$ cat src/rtl/sound_ch1_control.sv
// rtl/sound_ch1_control.sv - square channel 1 control: length, sweep, envelope, trigger
//
// Drives the square-wave generator's frequency, duty, volume and enable
// from register-style controls and the 512 Hz frame-sequencer strobe.
//
// Ports:
//   I_BITCLK         clock, all state on rising edge
//   I_RESET_N        asynchronous active-low reset (deassertion synchronised)
//   I_FRAME_TICK     one-cycle frame-sequencer step strobe
//   I_TRIGGER        one-cycle channel (re)start strobe
//   I_FREQ_WR        strobe, loads O_FREQUENCY from I_FREQUENCY
//   I_FREQUENCY      11-bit raw period code
//   I_LENGTH_WR      strobe, loads length counter with 64 - I_LENGTH_DATA
//   I_LENGTH_DATA    6-bit length value
//   I_LENGTH_EN      enables length counting
//   I_SWEEP_PERIOD   sweep timer period (0 acts as 8, disables calculation)
//   I_SWEEP_NEGATE   sweep direction, 1 = subtract
//   I_SWEEP_SHIFT    sweep shift amount
//   I_ENV_INIT       initial volume loaded on trigger
//   I_ENV_UP         envelope direction, 1 = increase
//   I_ENV_PERIOD     envelope period (0 freezes volume)
//   I_DUTY           duty select
//   O_FREQUENCY      registered period code to generator
//   O_DUTY_CYCLE     registered duty to generator
//   O_VOLUME         registered volume to generator
//   O_WAVEFORM_EN    registered channel enable to generator

module sound_ch1_control (
  input  logic        I_BITCLK,
  input  logic        I_RESET_N,
  input  logic        I_FRAME_TICK,
  input  logic        I_TRIGGER,
  input  logic        I_FREQ_WR,
  input  logic [10:0] I_FREQUENCY,
  input  logic        I_LENGTH_WR,
  input  logic [5:0]  I_LENGTH_DATA,
  input  logic        I_LENGTH_EN,
  input  logic [2:0]  I_SWEEP_PERIOD,
  input  logic        I_SWEEP_NEGATE,
  input  logic [2:0]  I_SWEEP_SHIFT,
  input  logic [3:0]  I_ENV_INIT,
  input  logic        I_ENV_UP,
  input  logic [2:0]  I_ENV_PERIOD,
  input  logic [1:0]  I_DUTY,
  output logic [10:0] O_FREQUENCY,
  output logic [1:0]  O_DUTY_CYCLE,
  output logic [3:0]  O_VOLUME,
  output logic        O_WAVEFORM_EN
);

  // Reset asserts immediately, releases two edges later so no flop sees a
  // deassertion racing the clock.
  logic rst_meta;
  logic rst_sync;

  always_ff @(posedge I_BITCLK or negedge I_RESET_N) begin
    if (!I_RESET_N) begin
      rst_meta <= 1'b0;
      rst_sync <= 1'b0;
    end else begin
      rst_meta <= 1'b1;
      rst_sync <= rst_meta;
    end
  end

  logic [2:0]  step_cnt;
  logic [6:0]  len_cnt;
  logic [2:0]  sweep_timer;
  logic [10:0] shadow;
  logic        sweep_en;
  logic        channel_on;
  logic [2:0]  env_timer;

  function automatic logic [11:0] sweep_sum(input logic [10:0] base,
                                            input logic [2:0] shift,
                                            input logic neg);
    logic [11:0] delta;
    delta = {1'b0, base} >> shift;
    return neg ? ({1'b0, base} - delta) : ({1'b0, base} + delta);
  endfunction

  logic        dac_on;
  logic        frame_act;
  logic        len_clk;
  logic        sweep_clk;
  logic        env_clk;
  logic [6:0]  len_base;
  logic [6:0]  len_next;
  logic        len_expire;
  logic [2:0]  sweep_dec;
  logic        sweep_fire;
  logic        sweep_calc;
  logic [11:0] sweep_new;
  logic        sweep_ovf;
  logic        sweep_wb;
  logic [11:0] trig_new;
  logic        trig_ovf;
  logic [2:0]  env_dec;

  always_comb begin
    dac_on    = (I_ENV_INIT != 4'd0) | I_ENV_UP;
    // A trigger swallows the actions of a coincident frame tick.
    frame_act = I_FRAME_TICK & ~I_TRIGGER;
    len_clk   = frame_act & ~step_cnt[0];
    sweep_clk = frame_act & (step_cnt[1:0] == 2'b10);
    env_clk   = frame_act & (step_cnt == 3'd7);

    // Length write lands before the trigger's zero-to-64 rule.
    len_base   = I_LENGTH_WR ? (7'd64 - {1'b0, I_LENGTH_DATA}) : len_cnt;
    len_next   = len_base;
    len_expire = 1'b0;
    if (I_TRIGGER) begin
      if (len_base == 7'd0) len_next = 7'd64;
    end else if (!I_LENGTH_WR && len_clk && I_LENGTH_EN && len_cnt != 7'd0) begin
      len_next   = len_cnt - 7'd1;
      len_expire = (len_cnt == 7'd1);
    end

    // Timer wraps 0 -> 7, so a reloaded 0 behaves as period 8.
    sweep_dec  = sweep_timer - 3'd1;
    sweep_fire = sweep_clk & channel_on & (sweep_dec == 3'd0);
    sweep_calc = sweep_fire & sweep_en & (I_SWEEP_PERIOD != 3'd0);
    sweep_new  = sweep_sum(shadow, I_SWEEP_SHIFT, I_SWEEP_NEGATE);
    sweep_ovf  = sweep_calc & sweep_new[11];
    sweep_wb   = sweep_calc & ~sweep_new[11] & (I_SWEEP_SHIFT != 3'd0);

    trig_new = sweep_sum(I_FREQUENCY, I_SWEEP_SHIFT, I_SWEEP_NEGATE);
    trig_ovf = (I_SWEEP_SHIFT != 3'd0) & trig_new[11];

    env_dec = env_timer - 3'd1;
  end

  always_ff @(posedge I_BITCLK or negedge rst_sync) begin
    if (!rst_sync) begin
      step_cnt     <= 3'd0;
      len_cnt      <= 7'd0;
      O_DUTY_CYCLE <= 2'd0;
    end else begin
      step_cnt     <= step_cnt + {2'b00, I_FRAME_TICK};
      len_cnt      <= len_next;
      O_DUTY_CYCLE <= I_DUTY;
    end
  end

  always_ff @(posedge I_BITCLK or negedge rst_sync) begin
    if (!rst_sync) begin
      channel_on  <= 1'b0;
      shadow      <= 11'd0;
      O_FREQUENCY <= 11'd0;
      sweep_timer <= 3'd0;
      sweep_en    <= 1'b0;
      O_VOLUME    <= 4'd0;
      env_timer   <= 3'd0;
    end else if (I_TRIGGER) begin
      channel_on  <= dac_on & ~trig_ovf;
      shadow      <= I_FREQUENCY;
      O_FREQUENCY <= I_FREQUENCY;
      sweep_timer <= I_SWEEP_PERIOD;
      sweep_en    <= (I_SWEEP_PERIOD != 3'd0) | (I_SWEEP_SHIFT != 3'd0);
      O_VOLUME    <= I_ENV_INIT;
      env_timer   <= I_ENV_PERIOD;
    end else begin
      channel_on <= channel_on & dac_on & ~len_expire & ~sweep_ovf;

      if (sweep_clk && channel_on)
        sweep_timer <= sweep_fire ? I_SWEEP_PERIOD : sweep_dec;

      if (sweep_wb) begin
        shadow      <= sweep_new[10:0];
        O_FREQUENCY <= sweep_new[10:0];
      end else if (I_FREQ_WR) begin
        O_FREQUENCY <= I_FREQUENCY;
      end

      if (env_clk && channel_on && I_ENV_PERIOD != 3'd0) begin
        if (env_dec == 3'd0) begin
          env_timer <= I_ENV_PERIOD;
          if (I_ENV_UP && O_VOLUME != 4'd15)
            O_VOLUME <= O_VOLUME + 4'd1;
          else if (!I_ENV_UP && O_VOLUME != 4'd0)
            O_VOLUME <= O_VOLUME - 4'd1;
        end else begin
          env_timer <= env_dec;
        end
      end
    end
  end

  assign O_WAVEFORM_EN = channel_on;

endmodule

$ cat config.mk
export PLATFORM = sky130hd
export DESIGN_NAME = sound_ch1_control
export DESIGN_NICKNAME = d
export VERILOG_FILES = /design/src/rtl/sound_ch1_control.sv
export SDC_FILE = /design/constraint.sdc
export NUM_CORES = 1
export LEC_CHECK = 0
export BUFFER_PORTS_ARGS = -buffer_cell sky130_fd_sc_hd__buf_2
export CAP_MARGIN = 20
export CORE_UTILIZATION = 41
export CTS_BUF_LIST = sky130_fd_sc_hd__clkbuf_2
export DETAILED_ROUTE_END_ITERATION = 8
export GPL_TIMING_DRIVEN = 0
export SETUP_SLACK_MARGIN = 0.1
export SYNTH_ARGS = -nofsm -noshare
export SYNTH_HDL_FRONTEND = slang
export SYNTH_SLANG_ARGS = --single-unit
$ cat constraint.sdc
create_clock -name I_BITCLK -period 1.6 [get_ports I_BITCLK]
set_input_delay 0.08 -clock I_BITCLK [delete_from_list [all_inputs] [get_ports I_BITCLK]]
set_output_delay 0.08 -clock I_BITCLK [all_outputs]
set_load 0.05 [all_outputs]
* After elaboration in Yosys (flattened, before gate mapping) *
Index checks and enable logic that the tools add are counted.
W data, S select, Z words.

storage, ports and cells
  bits in registers = 48
  word-level logic and storage cells = 104

cells by class
  add/sub/neg operators = 11
  eq/ne operators = 4
  shifts and indexed selects = 2
  mux-type cells = 25
  bitwise logic cells = 24
  reductions and logical operators = 26

operator list
  cell                   number
  $mux W11               5
  $mux W7                4
  $add A11 B12 Y12       2
  $mux W12               2
  $shr A11 B3 Y12        2
  $sub A11 B12 Y12       2
  $mux W4                5
  $mux W3                6
  $and A1 B1 Y1          16
  $reduce_bool A3 Y1     5
  $logic_and A1 B1 Y1    8
  $reduce_bool A2 Y1     4
  $reduce_bool A4 Y1     2
  $eq A7 B1 Y1 const B   1
  $logic_not A7 Y1       1
  $reduce_bool A7 Y1     1
  $sub A7 B1 Y7 const B  1
  $sub A7 B6 Y7 const A  1
  $logic_not A3 Y1       2
  $not A1 Y1             6
  $sub A3 B1 Y3 const B  2
  $add A4 B1 Y4 const B  1
  $ne A4 B4 Y1 const B   1
  $sub A4 B1 Y4 const B  1
  7 further kinds        11

* Longest topological paths before layout *
Gate-level depths: netlist (run 1).

  depth after elaboration = 12
  mapped depth = 18
  mapped depth without buffers = 15

* Least setup slack after synthesis (run 1) *
No wires, ideal clock.

  kind = reg-to-reg
  start point = register shadow[10]
  end point = register shadow[0]
  library setup time = 91 ps
  arrival time = 4034 ps
  data required time = 1509 ps
  path slack = -2525 ps
  stages on the path, launching flop included = 18
  clock period less this slack = 4125 ps
  path through = dfrtp_1 buf_2 mux4_2 mux2i_1 and2_1 nand3_1 or3_1 and2_1 o32a_1 ha_1 nand2_1 o21ai_0 a21o_1 a211o_1 a311o_1 o21a_2 buf_4 o221ai_1

between the ends
  longest elaborated chain between the ends = 7

RTL lines
  element                                                      line  text
  start, declared                                              69    logic [10:0] shadow;
  start signal, assigned                                       169   shadow <= sweep_new[10:0];
  $shr A11 B3 Y12                                              78    delta = {1'b0, base} >> shift;
  $add A11 B12 Y12 / $sub A11 B12 Y12 (equally long branches)  79    return neg ? ({1'b0, base} - delta) : ({1'b0, base} + delta);
  $mux W12 *                                                   79
  $not A1 Y1                                                   125   sweep_wb = sweep_calc & ~sweep_new[11] & (I_SWEEP_SHIFT != 3'd0);
  $and A1 B1 Y1 (2 in a row)                                   125
  $reduce_bool A2 Y1 (no line)                                 n/a

Mark *: on every way between the ends. The rest lies on a longest branch, timed or not. The select of a mux whose other input is x is not followed.
A chain may end at the register's enable or synchronous reset.

* Worst setup path after layout (run 1) *
  start point = register shadow[10]
  end point = register O_FREQUENCY[2]

between the ends
  longest elaborated chain between the ends = 8

RTL lines
  element                                                      line  text
  $shr A11 B3 Y12                                              78
  $add A11 B12 Y12 / $sub A11 B12 Y12 (equally long branches)  79
  $mux W12 *                                                   79
  $not A1 Y1                                                   125
  $and A1 B1 Y1 (2 in a row)                                   125
  $mux W11                                                     168   if (sweep_wb) begin
  $mux W11                                                     154   end else if (I_TRIGGER) begin
  end signal, assigned                                         170   O_FREQUENCY <= sweep_new[10:0];
  end, declared                                                45    output logic [10:0] O_FREQUENCY,

Mark *: on every way between the ends. The rest lies on a longest branch, timed or not.

==> summary.md, run 1 <==
| Metric | Value |
|---|---|
| Clk sinks | `48` |
| DP HPWL | `10,300 um` |
| Failing checks | `negative setup slack` |
| Hold_ws | `0.0162 ns` |
| Post-Syn Area | `4780 sq um` |
| Drt first pass iters | `7` |
| Net count after synthesis | `599` |
| Max_slew headroom | `53.0%` |
| Critical-path top delay cell | `mux4_2` |
| Synth async-reset ratio | `100%` |
| Largest cells by area after synthesis | `dfrtp_1 (25%), mux2i_1 (11%), ha_1 (9.2%), mux4_1 (5.5%), xnor2_1 (3.7%)` |
| Clk_skew | `0.0333 ns` |
| Yosys cell types | `66` |
| Die Wd | `110 um` |
| Final min period | `4.14 ns` |
| WS Path Type | `reg -> reg` |
| Sw frac | `45.4%` |
| Slew Limit Fails | `0` |
| Sequential-to-total area share from yosys stat | `25.1%` |
| Number of global-route vias before repair | `4,601` |
| Most used cell, CP | `and2_4` |
| DRC viols | `0` |
| Largest net degree at the start of global routing | `39` |
| Psw | `0.00257 W` |
| Kind of start point of the critical path | `register` |
| Post-synth top area share | `25.1%` |
| Longest Clk Path Bufs | `2` |
| Post-route setup slack | `-2.54 ns` |
| First-pass GRT wire length | `23,400 um` |
| Post-synth EDFFs | `0` |
| Commonest non-fill, non-tap cell in the layout | `buf_2` |
| NumNets Final | `739` |
| Vias | `4,706` |
| VDD IR max | `0.512 mV` |
| Layout cells sized above 1 | `32.6%` |
| Most frequent cells in the layout | `buf_2 (60), mux2i_1 (47), nor2_1 (42)` |
| Final Hold Vio Count | `0` |
| Finished Cell Area | `6420 sq um` |
| Crit-path max FO | `4` |
| Cell Area, Placed | `5380 sq um` |
| Yosys top cell by area | `dfrtp_1` |
| Crit-path leading delay family | `simple AND/OR/NAND/NOR gates` |
| Max Fclk | `0.241 GHz` |
| Post-detailed-route via-to-cell ratio | `5.85` |
| Antenna Nets Post-Route | `0` |
| Input/output buffers | `55` |
| Critical Path RT | `1.98 ns` |
| Die Y | `110 um` |
| Post-Syn Area per Cell | `9.18 sq um` |
| Cts bufs inserted | `5` |
| Slew @ Worst Pin | `0.705 ns` |
| CP Cell Sequence | `buf_6, mux4_2, mux2i_2, and2_4, nand3_4, or3_4, and2_4, o32a_1, ha_4, nand2_2, nor2_1, a21oi_2, or2_4, o21a_4, buf_4, mux2i_1` |
| YS warnings | `0` |
| Routed WL per cell | `18.7 um` |
| Hold Path Class | `in -> reg` |
| Crit path capture type | `register` |
| Cell Rows | `39` |
| Gp weighted congestion | `0.873` |
| Ant diodes | `0` |
| Initial Util | `42.1%` |
| Critical Path Max Stage Delay | `0.52 ns` |
| Yosys reg bits | `48` |
| Fin crit share | `259%` |
| Worst-skew pair later-pin latency | `0.47 ns` |
| Buf+Inv Stages, Crit Path | `2` |
| Initial antenna violation count | `0` |
| Die area | `12,100 sq um` |
| Comb power frac | `61.3%` |
| Root buffer cell | `clkbuf_2` |
| Placed Instances | `720` |
| CTS tree | `done` |
| Pwr dens | `882 nW/um^2` |
| Leak | `2.80 nW` |
| H-tree Lvls | `2` |
| Area growth syn-to-layout | `34.2%` |
| Core Area | `11,400 sq um` |
| Sequential power share | `29.5%` |
| CTS clk-pin slew, worst paths | `0.23 ns` |
| Post-Layout Cell Count | `805` |
| Initial DRC count | `313` |
| # IOs | `59` |
| Outcome | `finished, violations left` |
| Synth Flop Type | `dfrtp_1` |
| Post-synthesis instance total | `521` |
| All-Layer GR Usage | `25.4%` |
| Clock network power share | `9.2%` |
| Post-Route WL | `15,100 um` |
| CP arrival | `4.52 ns` |
| Final global-route overflow total | `0` |
| Final Setup Violations | `28` |
| Internal cell power | `0.00309 W` |
| RSZ-0062 raised after global routing | `true` |
| Maxcap violations | `0` |
==> kinds of logic after synthesis <==
kind of cell | Yosys count | share of synthesized area (%)
multiplexers | 70 | 19.5
AND/OR/NAND/NOR | 151 | 15.4
XOR/XNOR | 37 | 6.77
buffers and inverters | 50 | 4.87
adder cells (fa/ha/maj) | 37 | 9.99
AO/OA/AOI/OAI | 127 | 18.4
flip-flops | 48 | 25.1
other | 1 | 0.0784
==> final timing paths <==
check                                        from  slack, ns                          to  cells past startpoint
max                        shadow[10]$_DFFE_PN0P_      -2.54  O_FREQUENCY[2]$_DFFE_PN0P_                     16
min                             I_SWEEP_PERIOD[2]       0.02        sweep_en$_DFFE_PN0P_                      4
max reg2reg                shadow[10]$_DFFE_PN0P_      -2.54  O_FREQUENCY[2]$_DFFE_PN0P_                     16
min reg2reg                    rst_sync$_DFF_PN0_       0.11  O_FREQUENCY[0]$_DFFE_PN0P_                      0
max in group asynchronous      rst_sync$_DFF_PN0_       0.95        len_cnt[3]$_DFF_PN0_                      1
min in group asynchronous      rst_sync$_DFF_PN0_       0.11  O_FREQUENCY[0]$_DFFE_PN0P_                      0
==> what timing repair did <==
action,4_1_cts,5_1_grt
hold endpoints to repair,31,0
cloned,1,1
buffers inserted,36,7
hold buffers,32,0
pin swaps,26,22
setup endpoints to repair,38,39
gates resized for setup,50,29
==> cells in the mapped netlist (9+ instances only) <==
cell and count:
mux2i_1 51, dfrtp_1 48, nor2_1 44, ha_1 35, a21oi_1 33, nand2_1 33, inv_1 25, o21ai_0 22
xnor2_1 20, xor2_1 17, nor3_1 16, nand3_1 13, mux4_1 10, clkbuf_1 9, o221ai_1 9
==> cell type report <==
class                   count  area (sq um)
fillers                  1016          4950
multi-input cells         424          3730
flip-flops and latches     48          1220
clock inverters             2          11.3
inverters                  27           101
clock buffers               6          30.0
well taps                 143           179
plain buffers              23           155
repair buffers            132           988
==> metal layers <==
| metal | vias to the layer above | wire, um | GRT usage, % |
|---|---|---|---|
| met5 | - | 0 | 0 |
| met2 | 154 | 7460 | 43.0 |
| li1 | 2236 | - | - |
| met4 | 0 | 337 | 8.86 |
| met3 | 21 | 730 | 3.29 |
| met1 | 2295 | 6560 | 33.3 |
==> worst reg2reg max path, stage by stage, from the launching register on <==
cell and delay, ns:
dfrtp_1 0.44, buf_6 0.12, mux4_2 0.52, mux2i_2 0.22
and2_4 0.21, nand3_4 0.08, or3_4 0.38, and2_4 0.16
o32a_1 0.36, ha_4 0.29, nand2_2 0.05, nor2_1 0.27
a21oi_2 0.13, or2_4 0.30, o21a_4 0.25, buf_4 0.16
mux2i_1 0.16
==> registers in the layout, indices dropped and copies added, names as in the netlist <==
register / count
O_DUTY_CYCLE: 2
O_FREQUENCY: 11
O_VOLUME: 4
O_WAVEFORM_EN: 1
env_timer: 3
len_cnt: 7
rst_meta: 1
rst_sync: 1
shadow: 11
step_cnt: 3
sweep_en: 1
sweep_timer: 3
==> power groups by stage <==
stage	clock (W)	combinational, W	sequential [W]
6_report	0.000523	0.00347	0.00167
5_1_grt	0.000594	0.00379	0.00170
4_1_cts	0.000537	0.00322	0.00164
3_5_place_dp	0	0.00264	0.00173
3_3_place_gp	0	0.00255	0.00173
2_1_floorplan	0	0.00175	0.00194
==> metrics by stage <==
stage,utilization [%],total power [W],worst slack [ns],TNS (ns)
3_3_place_gp,47.1,0.00428,-2.74,-84.13
5_1_grt,56.5,0.00608,-2.65,-60.54
4_1_cts,54.9,0.00540,-2.46,-55.92
6_report,56.5,0.00566,-2.54,-57.55
2_1_floorplan,-,0.00369,-2.31,-52.40
3_5_place_dp,47.3,0.00437,-2.80,-63.30
No activity file was read; power rests on OpenSTA's default activity.
==> inputs of run 2 (changes only) <==
--- a/config.mk
+++ b/config.mk
@@ -5,13 +5,14 @@
 export SDC_FILE = /design/constraint.sdc
 export NUM_CORES = 1
 export LEC_CHECK = 0
+export ABC_AREA = 1
 export BUFFER_PORTS_ARGS = -buffer_cell sky130_fd_sc_hd__buf_2
 export CAP_MARGIN = 20
 export CORE_UTILIZATION = 41
 export CTS_BUF_LIST = sky130_fd_sc_hd__clkbuf_2
 export DETAILED_ROUTE_END_ITERATION = 8
 export GPL_TIMING_DRIVEN = 0
-export SETUP_SLACK_MARGIN = 0.1
+export SETUP_SLACK_MARGIN = 0.15
 export SYNTH_ARGS = -nofsm -noshare
 export SYNTH_HDL_FRONTEND = slang
 export SYNTH_SLANG_ARGS = --single-unit
==> summary.md, run 2 <==
| Metric | Value |
|---|---|
| Most frequent cells in the layout | `nand2_1 (233), inv_1 (63), nand3_1 (63) (was buf_2 (60), mux2i_1 (47), nor2_1 (42))` |
| Top flop regs | `O_FREQUENCY: 11 flops, shadow: 11 flops, len_cnt: 7 flops (unchanged)` |
| Post-route setup slack | `-1.75 ns (was -2.54 ns)` |
| Post-detailed-route via-to-cell ratio | `5.24 (was 5.85)` |
| CP arrival | `3.73 ns (was 4.52 ns)` |
| Final Setup Violations | `25 (was 28)` |
| Area growth syn-to-layout | `33.6% (was 34.2%)` |
| DP HPWL | `11,000 um (was 10,300 um)` |
| CTS tree | `done (unchanged)` |
| VDD IR max | `0.868 mV (was 0.512 mV)` |
| Yosys top cell by area | `dfrtp_1 (unchanged)` |
| Initial Util | `42.2% (was 42.1%)` |
| Number of global-route vias before repair | `4,987 (was 4,601)` |
| Crit-path max FO | `5 (was 4)` |
| DRC viols | `0 (unchanged)` |
| Post-Syn Area | `4820 sq um (was 4780 sq um)` |
| Post-synthesis instance total | `739 (was 521)` |
| Yosys cell types | `44 (was 66)` |
| Commonest non-fill, non-tap cell in the layout | `nand2_1 (was buf_2)` |
| Initial antenna violation count | `0 (unchanged)` |
| Sequential-to-total area share from yosys stat | `24.9% (was 25.1%)` |
| Failing checks | `negative setup slack (unchanged)` |
| All-Layer GR Usage | `25.0% (was 25.4%)` |
| Die Wd | `110 um (about the same)` |
| Input/output buffers | `57 (was 55)` |
| Slew Limit Fails | `0 (unchanged)` |
| Initial DRC count | `311 (was 313)` |
| Synth Flop Type | `dfrtp_1 (unchanged)` |
| Kind of start point of the critical path | `register (unchanged)` |
| Vias | `5,344 (was 4,706)` |
| Cell Area, Placed | `5410 sq um (was 5380 sq um)` |
| Cell Rows | `39 (unchanged)` |
| HP Start | `I_FREQUENCY[1] (was I_SWEEP_PERIOD[2])` |
| Largest cells by area after synthesis | `dfrtp_1 (25%), nand2_1 (20%), ha_1 (9.1%), nand3_1 (6.9%), inv_1 (5.8%) (was dfrtp_1 (25%), mux2i_1 (11%), ha_1 (9.2%), mux4_1 (5.5%), xnor2_1 (3.7%))` |
| Post-synth top area share | `24.9% (was 25.1%)` |
| Max Fclk | `0.298 GHz (was 0.241 GHz)` |
| Cts bufs inserted | `5 (unchanged)` |
| Pwr dens | `1050 nW/um^2 (was 882 nW/um^2)` |
| Outcome | `finished, violations left (unchanged)` |
| Clk sinks | `48 (unchanged)` |
| Post-synth EDFFs | `0 (unchanged)` |
| Drt first pass iters | `5 (was 7)` |
| Net count after synthesis | `817 (was 599)` |
| Critical Path Max Stage Delay | `0.53 ns (was 0.52 ns)` |
| Reg2Reg Setup Slack | `-1.75 ns (was -2.54 ns)` |
| Routed WL per cell | `14.8 um (was 18.7 um)` |
| NumNets Final | `953 (was 739)` |
| Die area | `12,200 sq um (was 12,100 sq um)` |
| Antenna Nets Post-Route | `0 (unchanged)` |
| Critical Path RT | `1.98 ns (about the same)` |
| Final Util | `56.4% (was 56.5%)` |
| Worst R2R Start | `shadow[3]$_DFFE_PN0P_ (was shadow[10]$_DFFE_PN0P_)` |
| Post-Route WL | `15,100 um (about the same)` |
| WS Path Type | `reg -> reg (unchanged)` |
| Leak | `3.29 nW (was 2.80 nW)` |
| Largest net degree at the start of global routing | `35 (was 39)` |
| Placed Instances | `940 (was 720)` |
| Slew @ Worst Pin | `0.631 ns (was 0.705 ns)` |
| Final global-route overflow total | `0 (unchanged)` |
| Core Area | `11,400 sq um (about the same)` |
| Post-Syn Area per Cell | `6.52 sq um (was 9.18 sq um)` |
| Final Hold Vio Count | `0 (unchanged)` |
| Clk_skew | `0.0339 ns (was 0.0333 ns)` |
| Synth async-reset ratio | `100% (unchanged)` |
| Critical path origin | `shadow[3]$_DFFE_PN0P_ (was shadow[10]$_DFFE_PN0P_)` |
| Finished Cell Area | `6430 sq um (was 6420 sq um)` |
| Buf+Inv Stages, Crit Path | `6 (was 2)` |
| Longest Clk Path Bufs | `2 (unchanged)` |
| First-pass GRT wire length | `23,700 um (was 23,400 um)` |
| Crit-path leading delay family | `simple AND/OR/NAND/NOR gates (unchanged)` |
| Maxcap violations | `0 (unchanged)` |
| Crit path capture type | `register (unchanged)` |
| Top-count cell post-synth | `nand2_1 (was mux2i_1)` |
| RSZ-0062 raised after global routing | `true (unchanged)` |
| Critical-path top delay cell | `dfrtp_2 (was mux4_2)` |
| Post-Layout Cell Count | `1,019 (was 805)` |
| Ant diodes | `0 (unchanged)` |
| Commonest cells in the netlist | `nand2_1 (258), inv_1 (75), nand3_1 (66), o21ai_0 (50), nor2_1 (49) (was mux2i_1 (51), dfrtp_1 (48), nor2_1 (44), ha_1 (35))` |
| Layout cells sized above 1 | `28.9% (was 32.6%)` |
| Worst-skew pair later-pin latency | `0.45 ns (was 0.47 ns)` |
| Final min period | `3.35 ns (was 4.14 ns)` |
| H-tree Lvls | `2 (unchanged)` |
| CTS clk-pin slew, worst paths | `0.28 ns (was 0.23 ns)` |
| Root buffer cell | `clkbuf_2 (unchanged)` |
| Yosys reg bits | `48 (unchanged)` |
| Fin crit share | `210% (was 259%)` |
| Hold Path Class | `in -> reg (unchanged)` |
| Gp weighted congestion | `0.925 (was 0.873)` |
| Die Y | `110 um (about the same)` |
| YS warnings | `0 (unchanged)` |
| Max_slew headroom | `57.9% (was 53.0%)` |
| # IOs | `59 (unchanged)` |
-- run 2: cell types whose count changed in the layout (fill, tap and decap cells not counted), moves of 8 or more --
cell     change
mux2i_1     -47
o21ai_1     +10
mux4_2       -9
a21oi_1     -11
inv_1       +43
nor3_1       -9
nand2_2     +32
inv_2        +8
nand3_2      +8
o21ai_0     +17
nand2_1    +204
nand3_1     +52
-- run 2: path summary, 6_finish.rpt --
path | cells past startpoint | endpoint
max in group asynchronous | 1 | shadow[6]$_DFFE_PN0P_
min reg2reg | 0 | step_cnt[2]$_DFF_PN0_
min | 4 | shadow[1]$_DFFE_PN0P_
max reg2reg | 25 | O_FREQUENCY[0]$_DFFE_PN0P_
min in group asynchronous | 0 | step_cnt[2]$_DFF_PN0_
max | 25 | O_FREQUENCY[0]$_DFFE_PN0P_
-- run 2: routing by layer --
metal	global-route usage, %	up-vias	part of all wire [%]
met2	42.5	141	48
met4	6.77	0	2.0
met5	0	-	0
met1	33.3	2521	45
met3	3.17	19	4.6
li1	-	2663	-
-- run 2: report_power, final --
part | internal [W] | switching, W | total (W)
Clock | 0.000106 | 0.000437 | 0.000543
Combinational | 0.00182 | 0.00263 | 0.00445
Sequential | 0.00149 | 0.000285 | 0.00177
-- run 2: what timing repair did --
| item | CTS | global route |
|---|---|---|
| buffers inserted | 23 | 14 |
| cloned | 2 | 1 |
| hold endpoints to repair | 30 | 4 |
| gates resized for setup | 46 | 68 |
| hold buffers | 27 | 4 |
| setup endpoints to repair | 34 | 37 |
| pin swaps | 30 | 29 |
-- run 2: worst reg2reg max path, stage by stage, from the launching register on --
cell and delay [ns]:
dfrtp_2 0.53, nand2_2 0.09, o21ai_2 0.05, nand2_1 0.05
o21ai_1 0.05, inv_1 0.07, nand2_2 0.06, inv_2 0.08
ha_4 0.15, nand2_4 0.05, o31ai_1 0.28, xor2_1 0.18
ha_1 0.31, nand2_1 0.14, inv_1 0.05, a21oi_1 0.16
o21ai_2 0.07, a21oi_2 0.16, inv_1 0.09, nand3_2 0.08
nand3_4 0.15, nand2_4 0.12, inv_4 0.06, clkbuf_16 0.15
nand2_2 0.05, nand2_1 0.04
-- run 2: layout make-up --
cell class                      instances  area (sq um)
Tap cell                              143           179
Inverter                               80           315
Buffer                                 20           141
Multi-Input combinational cell        591          3550
Timing Repair Buffer                  129           985
Fill cell                            1112          4980
Sequential cell                        48          1220
Clock buffer                            5          25.0
Clock inverter                          3          18.8
-- run 2: cells by family (layout without fill, tap and decap cells) --
group                      after synthesis  after routing  synth area share, %
AOI/OAI and AO/OA                       97             97                 11.8
xor gates and xnor gates                33             33                 6.00
adders and majority gates               37             37                 9.92
buffers and inverters                  100            237                 9.07
DFF                                     48             48                 24.9
other                                    1              1               0.0779
and+or+nand+nor                        423            423                 38.2
-- run 2: metrics by stage --
| stage | power (W) | hold WS, ns | setup WS, ns | TNS (ns) |
|---|---|---|---|---|
| final | 0.00676 | 0.0243 | -1.75 | -39.17 |
| after global routing | 0.00730 | 0.0119 | -1.98 | -44.92 |
| after CTS | 0.00625 | -0.0286 | -1.71 | -38.66 |
| after detailed placement | 0.00521 | -0.130 | -1.84 | -42.12 |
| after global placement | 0.00513 | -0.136 | -1.81 | -63.78 |
| after floorplan | 0.00437 | -0.216 | -1.38 | -30.91 |
==> inputs of run 3 (changes only) <==
--- a/config.mk
+++ b/config.mk
@@ -8,10 +8,11 @@
 export ABC_AREA = 1
 export BUFFER_PORTS_ARGS = -buffer_cell sky130_fd_sc_hd__buf_2
 export CAP_MARGIN = 20
-export CORE_UTILIZATION = 41
+export CORE_UTILIZATION = 58
 export CTS_BUF_LIST = sky130_fd_sc_hd__clkbuf_2
 export DETAILED_ROUTE_END_ITERATION = 8
 export GPL_TIMING_DRIVEN = 0
+export PLACE_DENSITY = 0.8
 export SETUP_SLACK_MARGIN = 0.15
 export SYNTH_ARGS = -nofsm -noshare
 export SYNTH_HDL_FRONTEND = slang
==> summary.md, run 3 (synthesized netlist as in run 2, its figures left out) <==
| Metric | Value |
|---|---|
| Antenna Nets Post-Route | `0 (unchanged)` |
| DRC viols | `0 (unchanged)` |
| HP Start | `I_FREQUENCY[6] (was I_FREQUENCY[1])` |
| Longest Clk Path Bufs | `2 (unchanged)` |
| CTS clk-pin slew, worst paths | `0.28 ns (about the same)` |
| Max_slew headroom | `53.1% (was 57.9%)` |
| Input/output buffers | `57 (unchanged)` |
| Critical R2R Capture | `O_FREQUENCY[8]$_DFFE_PN0P_ (was O_FREQUENCY[0]$_DFFE_PN0P_)` |
| Fin crit share | `219% (was 210%)` |
| Crit path capture type | `register (unchanged)` |
| Reg2Reg Setup Slack | `-1.90 ns (was -1.75 ns)` |
| Slew @ Worst Pin | `0.703 ns (was 0.631 ns)` |
| Clk_skew | `0.0234 ns (was 0.0339 ns)` |
| Worst R2R Path Depth | `26 (was 25)` |
| Critical Path Max Stage Delay | `0.45 ns (was 0.53 ns)` |
| Number of global-route vias before repair | `5,391 (was 4,987)` |
| Multi-input logic area | `3710 sq um (was 3550 sq um)` |
| Slew Limit Fails | `0 (unchanged)` |
| WHS Path Cells | `5 (was 4)` |
| Worst-skew pair later-pin latency | `0.49 ns (was 0.45 ns)` |
| Outcome | `finished, violations left (unchanged)` |
| Drt first pass iters | `5 (unchanged)` |
| Crit-path max FO | `5 (unchanged)` |
| Failing checks | `negative hold slack, negative setup slack (was negative setup slack)` |
| Critical Path RT | `2.00 ns (was 1.98 ns)` |
| # IOs | `59 (unchanged)` |
| Initial antenna violation count | `0 (unchanged)` |
| Kind of start point of the critical path | `register (unchanged)` |
| Root buffer cell | `clkbuf_2 (unchanged)` |
| Final Setup Violations | `26 (was 25)` |
| VDD IR max | `1.18 mV (was 0.868 mV)` |
| DP HPWL | `10,500 um (was 11,000 um)` |
| Worst Hold Path EP | `O_FREQUENCY[6]$_DFFE_PN0P_ (was shadow[1]$_DFFE_PN0P_)` |
| Most frequent cells in the layout | `nand2_1 (230), buf_2 (60), inv_1 (58) (was nand2_1 (233), inv_1 (63), nand3_1 (63))` |
| Most used cell, CP | `nand2_1` |
| Commonest non-fill, non-tap cell in the layout | `nand2_1 (unchanged)` |
| CP arrival | `3.90 ns (was 3.73 ns)` |
| Routed WL per cell | `18.7 um (was 14.8 um)` |
| Fill count | `482 (was 1,112)` |
| Placed Instances | `899 (was 940)` |
| Die area | `8670 sq um (was 12,200 sq um)` |
| Final min period | `3.50 ns (was 3.35 ns)` |
| Area growth syn-to-layout | `35.6% (was 33.6%)` |
| Final Hold Vio Count | `4 (was 0)` |
| Max Fclk | `0.286 GHz (was 0.298 GHz)` |
| Die Wd | `93.1 um (was 110 um)` |
| Pwr dens | `1150 nW/um^2 (was 1050 nW/um^2)` |
| Clk sinks | `48 (unchanged)` |
| Leak | `3.34 nW (was 3.29 nW)` |
| Initial Util | `61.1% (was 42.2%)` |
| Maxcap violations | `0 (unchanged)` |
| RSZ-0062 raised after global routing | `true (unchanged)` |
| All-Layer GR Usage | `36.7% (was 25.0%)` |
| Post-Route WL | `18,200 um (was 15,100 um)` |
| Critical-path top delay cell | `dfrtp_1 (was dfrtp_2)` |
| Hold_ws | `-0.0355 ns (was 0.0243 ns)` |
| NumNets Final | `952 (was 953)` |
| CTS tree | `done (unchanged)` |
| Worst R2R Start | `shadow[2]$_DFFE_PN0P_ (was shadow[3]$_DFFE_PN0P_)` |
| Hold Path Class | `in -> reg (unchanged)` |
| Largest net degree at the start of global routing | `36 (was 35)` |
| First-pass GRT wire length | `25,200 um (was 23,700 um)` |
| Post-detailed-route via-to-cell ratio | `6.11 (was 5.24)` |
| WS Path Type | `reg -> reg (unchanged)` |
| Cell Rows | `32 (was 39)` |
| Crit-path leading delay family | `simple AND/OR/NAND/NOR gates (unchanged)` |
| Initial DRC count | `546 (was 311)` |
| Ant diodes | `0 (unchanged)` |
| Vias | `5,965 (was 5,344)` |
| Post-Layout Cell Count | `977 (was 1,019)` |
| Post-route setup slack | `-1.90 ns (was -1.75 ns)` |
| Final global-route overflow total | `0 (unchanged)` |
| Gp weighted congestion | `0.903 (was 0.925)` |
| Layout cells sized above 1 | `32.2% (was 28.9%)` |
| Core Area | `7890 sq um (was 11,400 sq um)` |
| Top flop regs | `O_FREQUENCY: 11 flops, shadow: 11 flops, len_cnt: 7 flops (unchanged)` |
| H-tree Lvls | `2 (unchanged)` |
| Register area | `1210 sq um (was 1220 sq um)` |
| Buf+Inv Stages, Crit Path | `8 (was 6)` |
| Cts bufs inserted | `5 (unchanged)` |
| Die Y | `93.1 um (was 110 um)` |
-- run 3: cell type report --
type                    count  share of cell area [%]
multi-input cells         592                    56.8
flip-flops and latches     48                    18.6
repair buffers            127                    14.6
inverters                  80                    4.87
plain buffers              20                    2.16
well taps                 102                    1.95
clock inverters             3                   0.651
clock buffers               5                   0.383
-- run 3: timing repair --
item | in CTS | in global routing
endpoints found under the setup margin | 34 | 40
endpoints found under the hold margin | 22 | 1
buffers inserted | 33 | 10
gates cloned | 3 | 1
hold buffers | 22 | 1
resized for setup | 70 | 75
pin swaps | 45 | 35
-- run 3: worst max-delay path by stage --
stage                                from  slack [ns]                         end  depth (start not counted)
floorplan           shadow[1]$_DFFE_PN0P_       -1.38  O_FREQUENCY[0]$_DFFE_PN0P_                         26
global placement         I_SWEEP_SHIFT[2]       -1.75  O_FREQUENCY[2]$_DFFE_PN0P_                         26
detailed placement       I_SWEEP_SHIFT[1]       -1.81  O_FREQUENCY[2]$_DFFE_PN0P_                         30
CTS                 shadow[3]$_DFFE_PN0P_       -1.67       shadow[0]$_DFFE_PN0P_                         31
global route        shadow[1]$_DFFE_PN0P_       -2.10  O_FREQUENCY[8]$_DFFE_PN0P_                         30
finish              shadow[2]$_DFFE_PN0P_       -1.90  O_FREQUENCY[8]$_DFFE_PN0P_                         26
-- run 3: per-stage QoR --
step	setup TNS, ns	util, %	total power, W	setup slack (ns)	instance area (sq um)
2_1_floorplan	-30.91	-	0.00437	-1.38	4920
3_3_place_gp	-59.79	67.7	0.00506	-1.75	5340
3_5_place_dp	-41.44	67.9	0.00520	-1.81	5360
4_1_cts	-37.87	78.1	0.00659	-1.67	6160
5_1_grt	-48.24	82.8	0.00788	-2.10	6530
6_report	-43.35	82.8	0.00752	-1.90	6530
-- run 3: layer usage --
| layer | part of all wire, % | track usage, % | vias to the layer above | wire length, um |
|---|---|---|---|---|
| met5 | 0 | 0 | - | 0 |
| met4 | 5.6 | 11.9 | 0 | 1030 |
| met3 | 10 | 4.23 | 109 | 1830 |
| met2 | 47 | 63.5 | 436 | 8600 |
| met1 | 37 | 47.7 | 2761 | 6790 |
| li1 | - | - | 2659 | - |
-- run 3: where the power goes --
| group | internal (W) | switching [W] | leakage, nW |
|---|---|---|---|
| sequential | 0.00148 | 0.000295 | 0.562 |
| combinational | 0.00192 | 0.00311 | 2.74 |
| clock | 0.000260 | 0.000461 | 0.0390 |
-- run 3: worst register-to-register path, stage by stage (launching register included) --
cell	delay [ns]
dfrtp_1	0.45
inv_2	0.07
o21ai_2	0.13
nand2_1	0.06
o21ai_1	0.07
inv_1	0.06
nand2_2	0.08
inv_2	0.05
buf_4	0.13
nand2_2	0.13
inv_1	0.08
a41oi_1	0.23
xnor2_1	0.15
inv_1	0.09
ha_4	0.30
nand2_2	0.09
nor2_4	0.10
inv_2	0.06
nor3_4	0.17
a21oi_2	0.10
nand2_1	0.16
nand3_4	0.17
buf_6	0.18
nand2_1	0.08
nand2_2	0.08
nand2_1	0.07
nand2_1	0.07
